File: config.mk
export PLATFORM = sky130hd
export DESIGN_NAME = csa_stream_accumulator_flat
export DESIGN_NICKNAME = d
export VERILOG_FILES = /design/src/rtl/csa_stream_accumulator_if.sv /design/src/rtl/csa_stream_accumulator.sv /design/src/flat_wrapper.sv
export SDC_FILE = /design/constraint.sdc
export NUM_CORES = 1
export LEC_CHECK = 0
export BUFFER_PORTS_ARGS = -buffer_cell sky130_fd_sc_hd__buf_2
export CAP_MARGIN = 15
export CORE_ASPECT_RATIO = 0.7
export CORE_MARGIN = 3
export CORE_UTILIZATION = 46
export DETAILED_ROUTE_END_ITERATION = 10
export PLACE_DENSITY = 0.65
export SLEW_MARGIN = 20
export SYNTH_ARGS = -nofsm -noshare
export SYNTH_HDL_FRONTEND = slang
export SYNTH_SLANG_ARGS = --single-unit
File: constraint.sdc
create_clock -name clk -period 2.6 [get_ports clk]
set_input_delay 0.26 -clock clk [delete_from_list [all_inputs] [get_ports clk]]
set_output_delay 0.26 -clock clk [all_outputs]
set_load 0.005 [all_outputs]
File: src/rtl/csa_stream_accumulator_if.sv
// Operand-in / sum-out handshake bundle for csa_stream_accumulator.
// master = operand producer and result consumer, slave = the accumulator.
interface csa_stream_accumulator_if #(
    parameter int OP_W  = 5,
    parameter int CNT_W = 5,
    parameter int SUM_W = 9
);
    logic             in_valid;
    logic             in_ready;
    logic [OP_W-1:0]  in_data;
    logic             in_last;
    logic             out_valid;
    logic             out_ready;
    logic [SUM_W-1:0] out_sum;
    logic [CNT_W-1:0] out_count;
    logic             out_err;

    modport master (
        output in_valid, in_data, in_last, out_ready,
        input  in_ready, out_valid, out_sum, out_count, out_err
    );

    modport slave (
        input  in_valid, in_data, in_last, out_ready,
        output in_ready, out_valid, out_sum, out_count, out_err
    );
endinterface

File: src/rtl/csa_stream_accumulator.sv
// Streaming carry-save accumulator: one 3:2 compression per accepted operand,
// one carry-propagate add per packet. `define CSA_SIGNED_EN for two's-complement operands.
//
// state   | meaning
// ACCUM   | accept operands, compress into sum/carry
// RESOLVE | single cycle: resolve sum+carry into result registers, clear accumulators
// DONE    | result presented until consumer takes it
module csa_stream_accumulator #(
    parameter int OP_W    = 5,
    parameter int MAX_OPS = 16,
    parameter int CNT_W   = 5,
    parameter int SUM_W   = 9
) (
    input  logic                   clk,
    input  logic                   rst_n,
    csa_stream_accumulator_if.slave bus
);

    typedef enum logic [1:0] {
        ACCUM   = 2'd0,
        RESOLVE = 2'd1,
        DONE    = 2'd2
    } state_t;

    localparam logic [CNT_W-1:0] MAX_CNT = CNT_W'(MAX_OPS);

    state_t           state_q, state_d;
    logic [SUM_W-1:0] sum_q, sum_d;
    logic [SUM_W-1:0] carry_q, carry_d;
    logic [CNT_W-1:0] cnt_q, cnt_d;
    logic             err_q, err_d;
    logic [SUM_W-1:0] out_sum_q, out_sum_d;
    logic [CNT_W-1:0] out_count_q, out_count_d;
    logic             out_err_q, out_err_d;
    logic [SUM_W-1:0] op_ext;

`ifdef CSA_SIGNED_EN
    assign op_ext = {{(SUM_W-OP_W){bus.in_data[OP_W-1]}}, bus.in_data};
`else
    assign op_ext = {{(SUM_W-OP_W){1'b0}}, bus.in_data};
`endif

    always_ff @(posedge clk or negedge rst_n) begin
        if (!rst_n) begin
            state_q     <= ACCUM;
            sum_q       <= '0;
            carry_q     <= '0;
            cnt_q       <= '0;
            err_q       <= 1'b0;
            out_sum_q   <= '0;
            out_count_q <= '0;
            out_err_q   <= 1'b0;
        end else begin
            state_q     <= state_d;
            sum_q       <= sum_d;
            carry_q     <= carry_d;
            cnt_q       <= cnt_d;
            err_q       <= err_d;
            out_sum_q   <= out_sum_d;
            out_count_q <= out_count_d;
            out_err_q   <= out_err_d;
        end
    end

    always_comb begin
        state_d     = state_q;
        sum_d       = sum_q;
        carry_d     = carry_q;
        cnt_d       = cnt_q;
        err_d       = err_q;
        out_sum_d   = out_sum_q;
        out_count_d = out_count_q;
        out_err_d   = out_err_q;

        case (state_q)
            ACCUM: begin
                if (bus.in_valid) begin
                    // A full packet drops further operands but still honours in_last.
                    if (cnt_q == MAX_CNT) begin
                        err_d = 1'b1;
                    end else begin
                        sum_d   = op_ext ^ sum_q ^ carry_q;
                        carry_d = ((op_ext & sum_q) | (op_ext & carry_q) | (sum_q & carry_q)) << 1;
                        cnt_d   = cnt_q + CNT_W'(1);
                    end
                    if (bus.in_last) begin
                        state_d = RESOLVE;
                    end
                end
            end
            RESOLVE: begin
                out_sum_d   = sum_q + carry_q;
                out_count_d = cnt_q;
                out_err_d   = err_q;
                sum_d       = '0;
                carry_d     = '0;
                cnt_d       = '0;
                err_d       = 1'b0;
                state_d     = DONE;
            end
            DONE: begin
                if (bus.out_ready) begin
                    state_d = ACCUM;
                end
            end
            default: begin
                state_d = ACCUM;
            end
        endcase
    end

    assign bus.in_ready  = (state_q == ACCUM);
    assign bus.out_valid = (state_q == DONE);
    assign bus.out_sum   = out_sum_q;
    assign bus.out_count = out_count_q;
    assign bus.out_err   = out_err_q;

endmodule

File: src/flat_wrapper.sv
// flat-port wrapper written by rule: the top's interface ports become plain ports
module csa_stream_accumulator_flat 
#(
    parameter int OP_W    = 5,
    parameter int MAX_OPS = 16,
    parameter int CNT_W   = 5,
    parameter int SUM_W   = 9
)
  (clk, rst_n, bus_in_valid, bus_in_data, bus_in_last, bus_out_ready, bus_in_ready, bus_out_valid, bus_out_sum, bus_out_count, bus_out_err);
  csa_stream_accumulator_if #(.OP_W(OP_W), .CNT_W(CNT_W), .SUM_W(SUM_W)) bus_i ();
  input  logic clk;
  input  logic rst_n;
  input wire logic [$bits(bus_i.in_valid)-1:0] bus_in_valid;
  input wire logic [$bits(bus_i.in_data)-1:0] bus_in_data;
  input wire logic [$bits(bus_i.in_last)-1:0] bus_in_last;
  input wire logic [$bits(bus_i.out_ready)-1:0] bus_out_ready;
  output wire logic [$bits(bus_i.in_ready)-1:0] bus_in_ready;
  output wire logic [$bits(bus_i.out_valid)-1:0] bus_out_valid;
  output wire logic [$bits(bus_i.out_sum)-1:0] bus_out_sum;
  output wire logic [$bits(bus_i.out_count)-1:0] bus_out_count;
  output wire logic [$bits(bus_i.out_err)-1:0] bus_out_err;
  assign bus_i.in_valid = bus_in_valid;
  assign bus_i.in_data = bus_in_data;
  assign bus_i.in_last = bus_in_last;
  assign bus_i.out_ready = bus_out_ready;
  assign bus_in_ready = bus_i.in_ready;
  assign bus_out_valid = bus_i.out_valid;
  assign bus_out_sum = bus_i.out_sum;
  assign bus_out_count = bus_i.out_count;
  assign bus_out_err = bus_i.out_err;
  csa_stream_accumulator #(.OP_W(OP_W), .MAX_OPS(MAX_OPS), .CNT_W(CNT_W), .SUM_W(SUM_W)) u_core (.clk(clk), .rst_n(rst_n), .bus(bus_i));
endmodule
* Word-level counts from Yosys, hierarchy flattened
Index checks and enable logic that the tools add are counted.
Storage, ports and cells: register bits after elaboration 41, output and inout port bits 17, logic and storage cells 46
Operators by class: add/subtract/negate cells 2, eq/ne operators 8, muxes and demuxes 16, bitwise logic cells 7, reduce and logical (&&, ||, !) cells 5
Operators by type and width (number):
- 2-to-1 mux 9 bit | 4
- case mux 9 bit (2 select lines) | 2
- bitwise AND 5 x 8 -> 8 bit | 2
- bitwise OR 8 bit | 2
- 2-to-1 mux 5 bit | 2
- case mux 5 bit (2 select lines) | 1
- adder 9 bit | 1
- AND reduction 3 bit | 3
- bitwise XOR 5 x 9 -> 9 bit | 1
- bitwise XOR 9 bit | 1
- bitwise AND 8 bit | 1
- inequality test 2 bit, second input constant | 4
- 2-to-1 mux 2 bit | 3
- case mux 2 bit (3 select lines) | 1
- adder 5 x 1 -> 5 bit, second input constant | 1
- == test 5 bit, second input constant | 1
- == test 2 x 1 -> 1 bit, second input constant | 1
- == test 2 bit, second input constant | 1
- zero test 2 bit | 1
- 2-to-1 mux 1 bit | 2
- inequality test 2 x 1 -> 1 bit, second input constant | 1
- case mux 1 bit (2 select lines) | 1
- nonzero test 2 bit | 1

* Depth between registers and ports, before layout
Gate-level depths: netlist of run 1.
depth in word-level cells 6, depth in mapped cells 7

* Worst setup path after synthesis of run 1
No wires, ideal clock.
kind register -> register, from register u_core.carry_q[1], to register u_core.out_sum_q[7] (netlist: u_core.bus.out_sum[7]), library setup time 0.069 ns, arrival time 1.740 ns, required time 2.531 ns, slack 0.792 ns, stages on the path, launching flop included 8, path buffers 0, period minus slack after synthesis 1.808 ns, cell sequence dfrtp_1 > ha_1 > inv_1 > fa_1 > nor2b_4 > o31a_1 > or4_1 > nand3_1
Between the ends: longest elaborated chain between the ends 1
RTL lines:
- start: declaration | RTL line csa_stream_accumulator.sv:29 | logic [SUM_W-1:0] carry_q, carry_d;
- start signal: assignment | RTL line csa_stream_accumulator.sv:56 | carry_q <= carry_d;
- adder 9 bit | RTL line csa_stream_accumulator.sv:92 | out_sum_d = sum_q + carry_q;
- end signal: assignment | RTL line csa_stream_accumulator.sv:59 | out_sum_q <= out_sum_d;
- end: declaration | RTL line csa_stream_accumulator.sv:32 | logic [SUM_W-1:0] out_sum_q, out_sum_d;
No other way between the ends. A chain may end at the register's enable or synchronous reset.

* Worst setup path after layout of run 1
Ends and elaborated chain as after synthesis.

==> metrics list, run 1 <==
* Delay contributed by the slowest stage of the critical path: roughly 470 ps
- Gates resized during post-CTS repair numbered 0.
* Number of input and output port buffers inserted: 26
* Combinational power share: 32.1%
- The final layout contains ~260 nets.
- The largest individual stage delay along the critical path comes from the cell sky130_fd_sc_hd__or4_1.
* Wirelength, routed: 4.25 mm
- Antenna violations before repair: 0
- Post-CTS setup buffer count: 0
* Clock tree sinks: 40
- In the final layout, the share of cells above drive strength 1 is between 10% and 20%.
- Max VDD drop: between 0.4 and 0.5 mV
- By count the netlist is led by 50 x sky130_fd_sc_hd__nand2_1, 40 x sky130_fd_sc_hd__dfrtp_1, 15 x sky130_fd_sc_hd__a21oi_1.
* Async SR Flop Fraction: 100%
- Cells after synthesis: around 210
- For this design the static power due to leakage is between 1 and 1.5 nW.
- Overall routing resource usage: about 17%
- In this run the worst path has a maximum fanout of 3.
* Total DRC errors in the routed layout: 0
* CTS Root Cell: sky130_fd_sc_hd__clkbuf_8
- The detailed router finished its first iteration with between 80 and 90 violations.
- RD Place Congestion: 0.807
- Data on the critical path arrives at its endpoint at 2180 ps.
* Number of H-tree levels: 2
- For the worst setup path, the data required time is between 2000 and 3000 ps.
* Via-per-instance ratio: between 5 and 6
* Number of synthesized flops with an enable pin: 0
- Adding up every negative setup slack in the final design gives 0 ps.
* Total nets after synthesis: 239
- For this run, the number of Yosys warnings is 0.
- Summed over all nets, the switching power comes to approximately 760 uW.
* Final setup viols: 0
- The worst path needs 1940 ps of the cycle, external delays included.
- The total overflow left after global routing is 0.
- STA classifies the critical path endpoint as a register.
- Sequential cells account for roughly 44% of the total power.
* Flops & latches, synth: 40
- In this run the biggest area consumer among cell types represents 48.0% of the synthesized area.
- The number of global-route vias before repair was about 1.4k.
- Drt pass-1 iters: 4
- Post-synth top flop: sky130_fd_sc_hd__dfrtp_1
- Biggest area consumer among synthesized cells: sky130_fd_sc_hd__dfrtp_1
* CTS tree: yes
* Most frequently used cell type in the post-synthesis netlist: sky130_fd_sc_hd__nand2_1
- Total CTS buffers: 5
- Count of cell types in the netlist: 42
* Initial core utilization: 50.4%
- The number of max-slew violations in the final report was 0.
- The run finished with clean final reports.
- Placed cell count: between 200 and 300
* Estimated wirelength of the detail-placed design: 3.04 mm
- The cell area that synthesis handed to floorplanning was about 2100 sq um.
- Maximum number of pins on one net before global-route repair: 41
- Top Family by Delay on Critical Path: simple AND/OR/NAND/NOR gates
- Power density cells: 920 nW/um^2
* Global-route wire length before repair: between 7 and 8 mm
- Hold crit path type: input port to async pin
* Max frequency: 516 MHz
- For the pin with the worst max-slew slack, the measured transition is slightly below 900 ps.
- Once layout is complete, the cells apart from fillers number ~300.
- The critical path goes through ha_1 > inv_1 > fa_1 > nor2b_4 > o31a_1 > or4_1 > nand3_1.
* Number of placed I/O pins: 27
- Clock tree buffer depth: 2
* Hold Vio Cnt, Final: 0
- Of the available clock period, the critical path in the final layout requires between 70% and 80%.
- The later pin in the worst-skew pair is clocked with a latency of 300 ps.
- Floorplan die height: 62.3 microns
* Buffers plus inverters on the worst setup path: 1
* Switching fraction of total power: between 30% and 40%
- The routed layout has roughly 1.5k vias.
- The clock arrives with roughly 11 ps of skew.
- Die Footprint: 5390 sq um
* Die boundary width: between 80 and 90 microns
- Internal power comes to roughly 1.4 mW.
* Start-to-end type of the worst setup path: register to register
- Measured against its own limit, the worst slew margin works out to 41.4%.
* Share of total power in the clock network: between 20% and 30%
* Number of core rows: 19
- STA classifies the critical path startpoint as a register.
* Area overhead of the layout relative to synthesis: 13.6%
- The number of antenna diodes in the final layout is 0.
- After synthesis, the mean cell area works out to ~9.7 sq um.
* Remaining number of nets flagged by the antenna check after routing: 0
* CTS hold repair buffers: 0
- RSZ-0062 raised after global routing: false
- After synthesis, flip-flops and latches occupy between 40% and 50% of the total area.
* Main area contributors after synthesis: sky130_fd_sc_hd__dfrtp_1 48%, sky130_fd_sc_hd__nand2_1 9.0%, sky130_fd_sc_hd__ha_1 6.0%
- Placeable core area: about 4100 sq um
- Dividing the detail-routed wire length by the instance count gives between 10 and 15 microns.
- Maximum Capacitance Violations: 0
- Clock slew seen by the registers of the worst setup and hold paths: 90 ps
## final timing paths
check	from	endpoint	slack [ps]	depth (start not counted)
worst min register to register	u_core.bus.out_count[3]	u_core.bus.out_count[3]	470	2
min in group clk	bus_out_ready	u_core.state_q[1]	140	2
max in group asynchronous	rst_n	u_core.carry_q[8]	1970	1
worst min-delay path	rst_n	u_core.bus.out_sum[1]	70	1
worst max register to register	u_core.carry_q[1]	u_core.bus.out_sum[7]	660	7
worst max-delay path	u_core.carry_q[1]	u_core.bus.out_sum[7]	660	7
## kinds of logic (layout without fill, tap and decap cells)
logic type | Yosys count | after routing | synth area share [%]
buffers and inverters | 19 | 45 | 3.84
xor gates and xnor gates | 6 | 6 | 2.52
DFF | 40 | 40 | 48.0
and+or+nand+nor | 87 | 87 | 20.2
muxes | 1 | 1 | 0.480
AOI/OAI and AO/OA | 46 | 46 | 14.2
adders and majority gates | 15 | 15 | 10.8
## final cells by class
cell class,instances,area (sq um)
flip-flops and latches,40,1000
clock inverters,3,46.3
clock buffers,5,68.8
multi-input cells,155,1000
fillers,369,1770
repair buffers,29,153
well taps,52,65.1
inverters,8,30.0
## routing by layer
| layer | wire, microns | share of wire [%] | up-vias | track usage (%) |
|---|---|---|---|---|
| met1 | 2420 | 57 | 712 | 27.6 |
| met5 | 0 | 0 | - | 0 |
| met2 | 1570 | 37 | 26 | 21.5 |
| li1 | - | - | 783 | - |
| met3 | 198 | 4.7 | 6 | 5.81 |
| met4 | 54 | 1.3 | 0 | 5.25 |
## sequential cells by signal, summed over array words and instances, names as in the netlist
signal                cells
u_core.bus.out_err        1
u_core.cnt_q              5
u_core.state_q            2
u_core.sum_q              9
u_core.bus.out_count      5
u_core.bus.out_sum        9
u_core.carry_q            8
u_core.err_q              1
## per-stage QoR
| stage | total power [mW] | hold slack, ps | setup WS [ps] | area (sq um) | utilization [%] |
|---|---|---|---|---|---|
| floorplan | 1.42 | -35.6 | 792 | 2090 | - |
| detailed placement | 1.67 | 426 | 681 | 2250 | 54.5 |
| global placement | 1.67 | 442 | 733 | 2250 | 54.5 |
| finish | 2.18 | 65.6 | 664 | 2370 | 57.3 |
| global route | 2.35 | 130 | 509 | 2370 | 57.3 |
| CTS | 2.20 | 95.3 | 656 | 2370 | 57.3 |
## placed cells by master, fill, tap and decap left out, types with 2 or more instances in the layout
cell type                   n
sky130_fd_sc_hd__nor3b_1    4
sky130_fd_sc_hd__a211oi_1   3
sky130_fd_sc_hd__a22o_1     6
sky130_fd_sc_hd__ha_1      10
sky130_fd_sc_hd__a21oi_1   15
sky130_fd_sc_hd__nand4_1    2
sky130_fd_sc_hd__xnor2_1    2
sky130_fd_sc_hd__inv_1      8
sky130_fd_sc_hd__nand3_1    5
sky130_fd_sc_hd__fa_1       5
sky130_fd_sc_hd__o21ai_1    6
sky130_fd_sc_hd__o21ai_0    5
sky130_fd_sc_hd__dfrtp_1   40
sky130_fd_sc_hd__nand2_1   50
sky130_fd_sc_hd__buf_4      3
sky130_fd_sc_hd__buf_2     26
sky130_fd_sc_hd__nand2b_1   3
sky130_fd_sc_hd__o31a_1     2
sky130_fd_sc_hd__xor2_1     4
sky130_fd_sc_hd__nor2_1    11
sky130_fd_sc_hd__clkbuf_8   5
sky130_fd_sc_hd__a21o_1     2
## power groups by stage
stage	Clock, mW	Combinational [mW]	Sequential, mW
6_report	0.531	0.700	0.949
5_1_grt	0.574	0.801	0.979
4_1_cts	0.542	0.704	0.951
3_5_place_dp	0	0.705	0.962
3_3_place_gp	0	0.708	0.957
2_1_floorplan	0	0.481	0.943
No activity file was read; power rests on OpenSTA's default activity.
==> inputs of run 2 (changes only) <==
--- a/config.mk
+++ b/config.mk
@@ -11,7 +11,7 @@
 export CORE_MARGIN = 3
 export CORE_UTILIZATION = 46
 export DETAILED_ROUTE_END_ITERATION = 10
-export PLACE_DENSITY = 0.65
+export PLACE_DENSITY = 0.67
 export SLEW_MARGIN = 20
 export SYNTH_ARGS = -nofsm -noshare
 export SYNTH_HDL_FRONTEND = slang
==> constraint.sdc (replaced) <==
create_clock -name clk -period 1.7 [get_ports clk]
set_input_delay 0.17 -clock clk [delete_from_list [all_inputs] [get_ports clk]]
set_output_delay 0.17 -clock clk [all_outputs]
set_load 0.005 [all_outputs]
==> metrics list, run 2 (same netlist as run 1, synthesis figures left out) <==
- Dividing the detail-routed via count by the number of cells gives approximately 5.2.
- Minimum setup slack after placement: -50.4 ps
- Hold path depth: 2
* Initial core utilization: 50.4%
- Kind of launch point of the worst setup path: register
- Worst Hold Launch: bus_out_ready
- Fin worst setup slack: -26.5 ps
- Number of H-tree levels: 2
- Crit Path Max Fanout: 3
- The count of endpoints failing hold in the final timing report is 0.
* Fraction of final layout cells with drive strength greater than 1: roughly 28%
- The setup path with the least slack is of type register to register.
- Dividing total power by cell area gives a power density of ~1300 nW/um^2.
- The floorplan step defined a die boundary enclosing 5390 sq um.
* Drt pass-1 iters: 4
* Antenna violations before repair: 0
- Critical path arrival: approximately 2000 ps
* Estimated wirelength of the detail-placed design: between 3 and 4 mm
* CTS tree: yes
* Gr ovfl total: 0
- For this run, design rule violations remaining after detail routing come to 0.
* Maximum Capacitance Violations: 0
- Skew-Pair Late Insertion Delay: slightly below 300 ps
- Floorplan die height: about 62 microns
- Part of the power in registers: between 30 and 40%
- First-iteration detailed-routing DRC count: roughly 110
* Reg-to-reg setup timing slack: -30 ps
- For this design the total switching power over the nets is 1.19 mW.
- Clock tree synthesis inserted a total of 5 buffers.
* Tightest Pin Transition: around 430 ps
* Final-stage net count: approximately 290
* Clock tree buffer depth: 2
- Max VDD drop: about 0.73 mV
- Wirelength per Cell: between 10 and 15 microns
- Number of core rows: 19
- The run finished, with violations left.
- Switching fraction of total power: between 30% and 40%
* Hold crit path type: input port to register
- Remaining number of nets flagged by the antenna check after routing: 0
- The top cell types in the final layout, fill and taps aside, are 50 x sky130_fd_sc_hd__nand2_1, 40 x sky130_fd_sc_hd__dfrtp_1, 29 x sky130_fd_sc_hd__buf_4, 26 x sky130_fd_sc_hd__buf_2, 15 x sky130_fd_sc_hd__a21oi_1.
- Area overhead of the layout relative to synthesis: 25.7%
- Die boundary width: 86.5 microns
* Pleak: 1.32 nW
* Ratio of final minimum period to clock period: 102%
- Number of max-slew violations in the final report: 0
- Placeable core area: 4140 sq um
* Routed via count: ~1.7k
- After clock tree synthesis, the clock-pin slew on the worst setup and hold paths is approximately 70 ps.
- Combinational power share: 42.2%
- Destination of the worst hold path: u_core.state_q[1]
- Cell area after placement: between 2000 and 2500 sq um
* Crit path capture type: register
* Maximum number of pins on one net before global-route repair: 41
- RD Place Congestion: slightly above 0.8
* R2r endpoint: u_core.bus.out_sum[7]
- Wirelength, routed: between 4 and 5 mm
- The first global-routing pass estimated 7.58 mm of wire.
- Number of inserted diodes: 0
- Failing checks: negative setup slack
* Final core utilization: ~63%
* Internal portion of total power: 2.35 mW
- Number of placed I/O pins: 27
- The worst register-to-register path begins at u_core.carry_q[1].
- The number of global-route vias before repair came to approximately 1.6k.
* Clk_skew: between 4 and 5 ps
- The count of buffers added on input and output ports is 26.
- The library cell used most frequently in the layout, excluding fill and tap cells, is sky130_fd_sc_hd__nand2_1.
- In this run, the clock network consumes around 18% of the power.
- The finished cells cover 2620 sq um.
- Count of cells along the worst register-to-register path: 7
- CTS Root Cell: sky130_fd_sc_hd__clkbuf_8
* Data required time of the critical path: just under 2000 ps
- RSZ-0062 raised after global routing: true
- In the global route stage, overall resource usage came out at roughly 18%.
- Max-slew headroom: 71.1%
- The tree built by TritonCTS fans out to 40 sinks.
- Final setup viols: 1
* Max frequency: between 500 and 600 MHz
- Final Critical Period: between 1500 and 2000 ps
==> run 2: how the worst max path moves through the flow <==
stage | cells past startpoint | end | from | slack, ps
finish | 7 | u_core.bus.out_sum[7] | u_core.carry_q[1] | -30
global route | 7 | u_core.bus.out_sum[7] | u_core.sum_q[1] | -100
CTS | 7 | u_core.bus.out_sum[7] | u_core.sum_q[1] | -30
detailed placement | 7 | u_core.bus.out_sum[7] | u_core.sum_q[1] | -50
global placement | 7 | u_core.bus.out_sum[7] | u_core.sum_q[1] | -10
floorplan | 7 | u_core.bus.out_sum[7] | u_core.sum_q[1] | -30
==> run 2: repair_timing <==
action | CTS | global route
pin swaps | 4 | 0
hold buffers | 1 | 0
gates resized for setup | 1 | 4
hold endpoints to repair | 40 | 0
setup buffers | 0 | 2
setup endpoints to repair | 2 | 10
==> run 2: worst max-delay path: stages (launching register included) <==
cell and delay, ps:
sky130_fd_sc_hd__dfrtp_1 390, sky130_fd_sc_hd__ha_2 200, sky130_fd_sc_hd__inv_2 60, sky130_fd_sc_hd__fa_2 220
sky130_fd_sc_hd__nor2b_4 50, sky130_fd_sc_hd__o31a_1 260, sky130_fd_sc_hd__or4_1 390, sky130_fd_sc_hd__nand3_1 90
==> run 2: power groups by stage <==
| stage | Combinational [mW] | Sequential, mW | Clock, mW |
|---|---|---|---|
| floorplan | 0.739 | 1.44 | 0 |
| global placement | 1.41 | 1.40 | 0 |
| detailed placement | 1.42 | 1.41 | 0 |
| CTS | 1.46 | 1.40 | 0.675 |
| global route | 1.69 | 1.45 | 0.713 |
| finish | 1.49 | 1.40 | 0.643 |
==> run 2: final cells by class <==
class,instances,area [sq um]
clock inverter,2,10.0
fill,360,1510
multi-input combinational,155,1040
tap,52,65.1
timing repair buffer,58,398
clock buffer,6,82.6
inverter,8,30.0
sequential,40,1000
==> run 2: routing by layer <==
| metal | track usage, % | vias up | routed length (microns) |
|---|---|---|---|
| met4 | 5.64 | 0 | 46 |
| met3 | 4.36 | 5 | 209 |
| met5 | 0 | - | 0 |
| met1 | 27.9 | 785 | 2400 |
| li1 | - | 843 | - |
| met2 | 24.0 | 41 | 1740 |
==> run 2: metrics by stage <==
stage | TNS (ps) | hold WS (ps) | instances | power (mW)
2_1_floorplan | -26.9 | -126 | 214 | 2.18
3_3_place_gp | -10.6 | 158 | 310 | 2.81
3_5_place_dp | -79.4 | 158 | 310 | 2.83
4_1_cts | -29.8 | 39.4 | 319 | 3.54
5_1_grt | -98.8 | 54.1 | 321 | 3.85
6_report | -26.5 | 49.0 | 321 | 3.54
==> inputs of run 3 (changes only) <==
--- a/config.mk
+++ b/config.mk
@@ -5,6 +5,7 @@
 export SDC_FILE = /design/constraint.sdc
 export NUM_CORES = 1
 export LEC_CHECK = 0
+export ABC_AREA = 1
 export BUFFER_PORTS_ARGS = -buffer_cell sky130_fd_sc_hd__buf_2
 export CAP_MARGIN = 15
 export CORE_ASPECT_RATIO = 0.7
==> metrics list, run 3 <==
- The flow ran to the end, and the final reports show no timing, DRC or antenna violations.
- Measured along the y axis, the die boundary spans ~63 microns.
* Tightest Pin Transition: 440 ps
- Cell area after synthesis: roughly 2100 sq um
* Async SR Flop Fraction: between 90% and 100%
* Flops & latches, synth: 40
* Total nets after synthesis: about 260
* Sw power: around 1.4 mW
- Of all cell types, the one taking the most synthesized area is sky130_fd_sc_hd__dfrtp_1.
* Wirelength per Cell: ~13 microns
- Final setup viols: 0
* Crit path capture type: register
* Clock tree sinks: 40
* Post-synth top flop: sky130_fd_sc_hd__dfrtp_1
- Most common cell after layout, fill and taps aside: sky130_fd_sc_hd__nand2_1
- Clock tree buffer depth: 2
* Clock slew seen by the registers of the worst setup and hold paths: 80 ps
* Fin worst setup slack: about 130 ps
* Crit Path Max Fanout: 3
- For the final database, setup skew stands at approximately 4.4 ps.
- Wirelength, routed: around 4.2 mm
* Delay contributed by the slowest stage of the critical path: 390 ps
- Post-synthesis sequential area ratio: about 47%
- Maximum Capacitance Violations: 0
- Drt pass-1 iters: 4
- Buffers plus inverters on the worst setup path: 2
- In the global route stage, met1 resource usage came out at 25.2%.
- The detailed router finished its first iteration with 43 violations.
- Internal portion of total power: 2.34 mW
- RD Place Congestion: slightly below 0.8
- Met3 Usage GRT: 5.27%
* Leading cell types by count after synthesis: 74 x sky130_fd_sc_hd__nand2_1, 40 x sky130_fd_sc_hd__dfrtp_1, 20 x sky130_fd_sc_hd__inv_1
- TritonCTS built the clock tree.
* Hold crit path type: input port to register
* Kind of launch point of the worst setup path: register
- Data arrives at the worst endpoint at 1760 ps.
* Dominant cell type by count on the critical path: sky130_fd_sc_hd__nand2_1
- Number of placed I/O pins: 27
- The first global-routing pass estimated 7.42 mm of wire.
- Skew-Pair Late Insertion Delay: 290 ps
- Mean cell area of the mapped netlist: 9.11 sq um
* Hold Vio Cnt, Final: 0
- Buffers inserted during clock tree synthesis total 5.
* Die boundary width: between 80 and 90 microns
- Final Instance Area: 2480 sq um
- Number of max-slew violations in the final report: 0
- Number of synthesized flops with an enable pin: 0
- Start-to-end type of the worst setup path: register to register
- Prior to clock tree synthesis, the placed netlist has a worst setup slack of approximately 84 ps.
* Data required time of the critical path: roughly 1900 ps
* Overall routing resource usage: approximately 18%
- Power comes to approximately 3.7 mW.
- Synthesis produced around 230 cells.
* Number of core rows: 20
- After legalization and detailed placement, the total HPWL measured ~3.0 mm.
* Power density cells: roughly 1500 nW/um^2
* Post-route non-filler standard cell count: roughly 320
* Part of the power in registers: about two fifths
- Total DRC errors in the routed layout: 0
* Max-slew headroom: a little over two thirds
* Ratio of final minimum period to clock period: roughly 92%
- Final Critical Period: 1570 ps
* Max VDD drop: between 0.8 and 0.9 mV
- Initial core utilization: around half
* Cell area after placement: about 2300 sq um
* Synth Warn #: 0
- Final core utilization: ~56%
- Yosys top cell area share: 47.1%
* Highest-count cells in the layout ignoring fill and taps: 72 x sky130_fd_sc_hd__nand2_1, 40 x sky130_fd_sc_hd__dfrtp_1, 26 x sky130_fd_sc_hd__buf_2, 19 x sky130_fd_sc_hd__inv_1, 14 x sky130_fd_sc_hd__o21ai_1
- In this run the critical register-to-register path is launched from u_core.sum_q[1].
- The most common cell in the synthesized netlist is sky130_fd_sc_hd__nand2_1.
- Remaining number of nets flagged by the antenna check after routing: 0
- The floorplan step defined a die boundary enclosing approximately 5500 sq um.
- The H-tree generated during clock tree synthesis spans 2 levels.
- Setup total negative slack on the finished layout was measured at 0 ps.
- Via-per-instance ratio: about 5.0
- Final-stage net count: just under 300
- CTS Root Cell: sky130_fd_sc_hd__clkbuf_8
- Share of total power in the clock network: roughly a fifth
- The detailed router placed 1613 vias in this run.
- CP cell instances: ha_2 > inv_1 > fa_2 > inv_2 > nand2_2 > nand2_2 > nand3b_1 > nand2_1 > nand2_1 > nand3_1 > nand2_1
* Maximum number of pins on one net before global-route repair: 23
* Combinational power share: 38.5%
* Via count of the first global-routing pass: around 1.6k
* Pleak: roughly 1.3 nW
- During placement, the flow inserted port buffers numbering 26.
- Worst Hold Launch: bus_out_ready
- Max frequency: between 600 and 700 MHz
* Worst slack on hold paths: 75.0 ps
- The global routing stage identified its most utilized layer as met1.
- By area the synthesized netlist is led by sky130_fd_sc_hd__dfrtp_1 47%, sky130_fd_sc_hd__nand2_1 13%, sky130_fd_sc_hd__ha_1 5.9%.
* Switching fraction of total power: a little under two fifths
- Placed cell count: between 300 and 400
* Timing startpoint of the critical path: u_core.sum_q[1]
* Gr ovfl total: 0
- RSZ-0062 raised after global routing: false
- The netlist uses 30 different library cells.
* Fraction of final layout cells with drive strength greater than 1: between 20 and 30%
- The number of antenna violations at the first check in global routing is 0.
- On the critical path, the stage with the largest delay is an instance of sky130_fd_sc_hd__dfrtp_1.
- In the global route stage, met2 resource usage came out at 24.9%.
* Placeable core area: 4400 sq um
- Area overhead of the layout relative to synthesis: 16.9%
* Number of inserted diodes: 0
* Top Family by Delay on Critical Path: adder cells
==> run 3: cell types whose count changed after synthesis, moves of 7 or more <==
cell	change
sky130_fd_sc_hd__inv_1	+12
sky130_fd_sc_hd__buf_2	-7
sky130_fd_sc_hd__o21ai_1	+8
sky130_fd_sc_hd__o21ai_2	+10
sky130_fd_sc_hd__nand2_1	+24
sky130_fd_sc_hd__a21oi_1	-8
==> run 3: logic make-up after synthesis <==
family,Yosys count,synth area share (%)
AOI/OAI and AO/OA,38,11.5
xor gates and xnor gates,1,0.413
adders and majority gates,15,10.6
buffers and inverters,28,6.84
DFF,40,47.1
and+or+nand+nor,111,23.5
==> run 3: path summary, 6_finish.rpt <==
| kind | slack, ps | depth (start not counted) | to |
|---|---|---|---|
| max | 130 | 11 | u_core.bus.out_sum[7] |
| min | 80 | 2 | u_core.state_q[1] |
| max reg2reg | 130 | 11 | u_core.bus.out_sum[7] |
| min reg2reg | 470 | 2 | u_core.bus.out_sum[1] |
| max in group asynchronous | 830 | 3 | u_core.bus.out_sum[0] |
| min in group asynchronous | 350 | 2 | u_core.bus.out_sum[8] |
==> run 3: repair_timing <==
item	4_1_cts	5_1_grt
hold buffers	1	0
endpoints found under the hold margin	18	0
endpoints found under the setup margin	0	2
gates resized for setup	0	7
buffers inserted	0	2
==> run 3: power groups by stage <==
stage                     sequential (mW)  clock (mW)  combinational (mW)
after floorplan                      1.50           0               0.964
after global placement               1.52           0                1.34
after detailed placement             1.53           0                1.36
after CTS                            1.52       0.777                1.38
after global routing                 1.57       0.823                1.67
final                                1.52       0.762                1.43
==> run 3: area by class of cell <==
type                    instances  area (sq um)
fillers                       418          1920
clock inverters                 2          35.0
multi-input cells             165          1000
flip-flops and latches         40          1000
repair buffers                 34           218
clock buffers                   6          72.6
inverters                      22          85.1
well taps                      55          68.8
==> run 3: layer usage <==
metal  share of wire, %  vias to the layer above
li1                   -                      828
met2                 42                       28
met5                  0                        -
met4                1.4                        0
met3                4.5                        7
met1                 52                      750
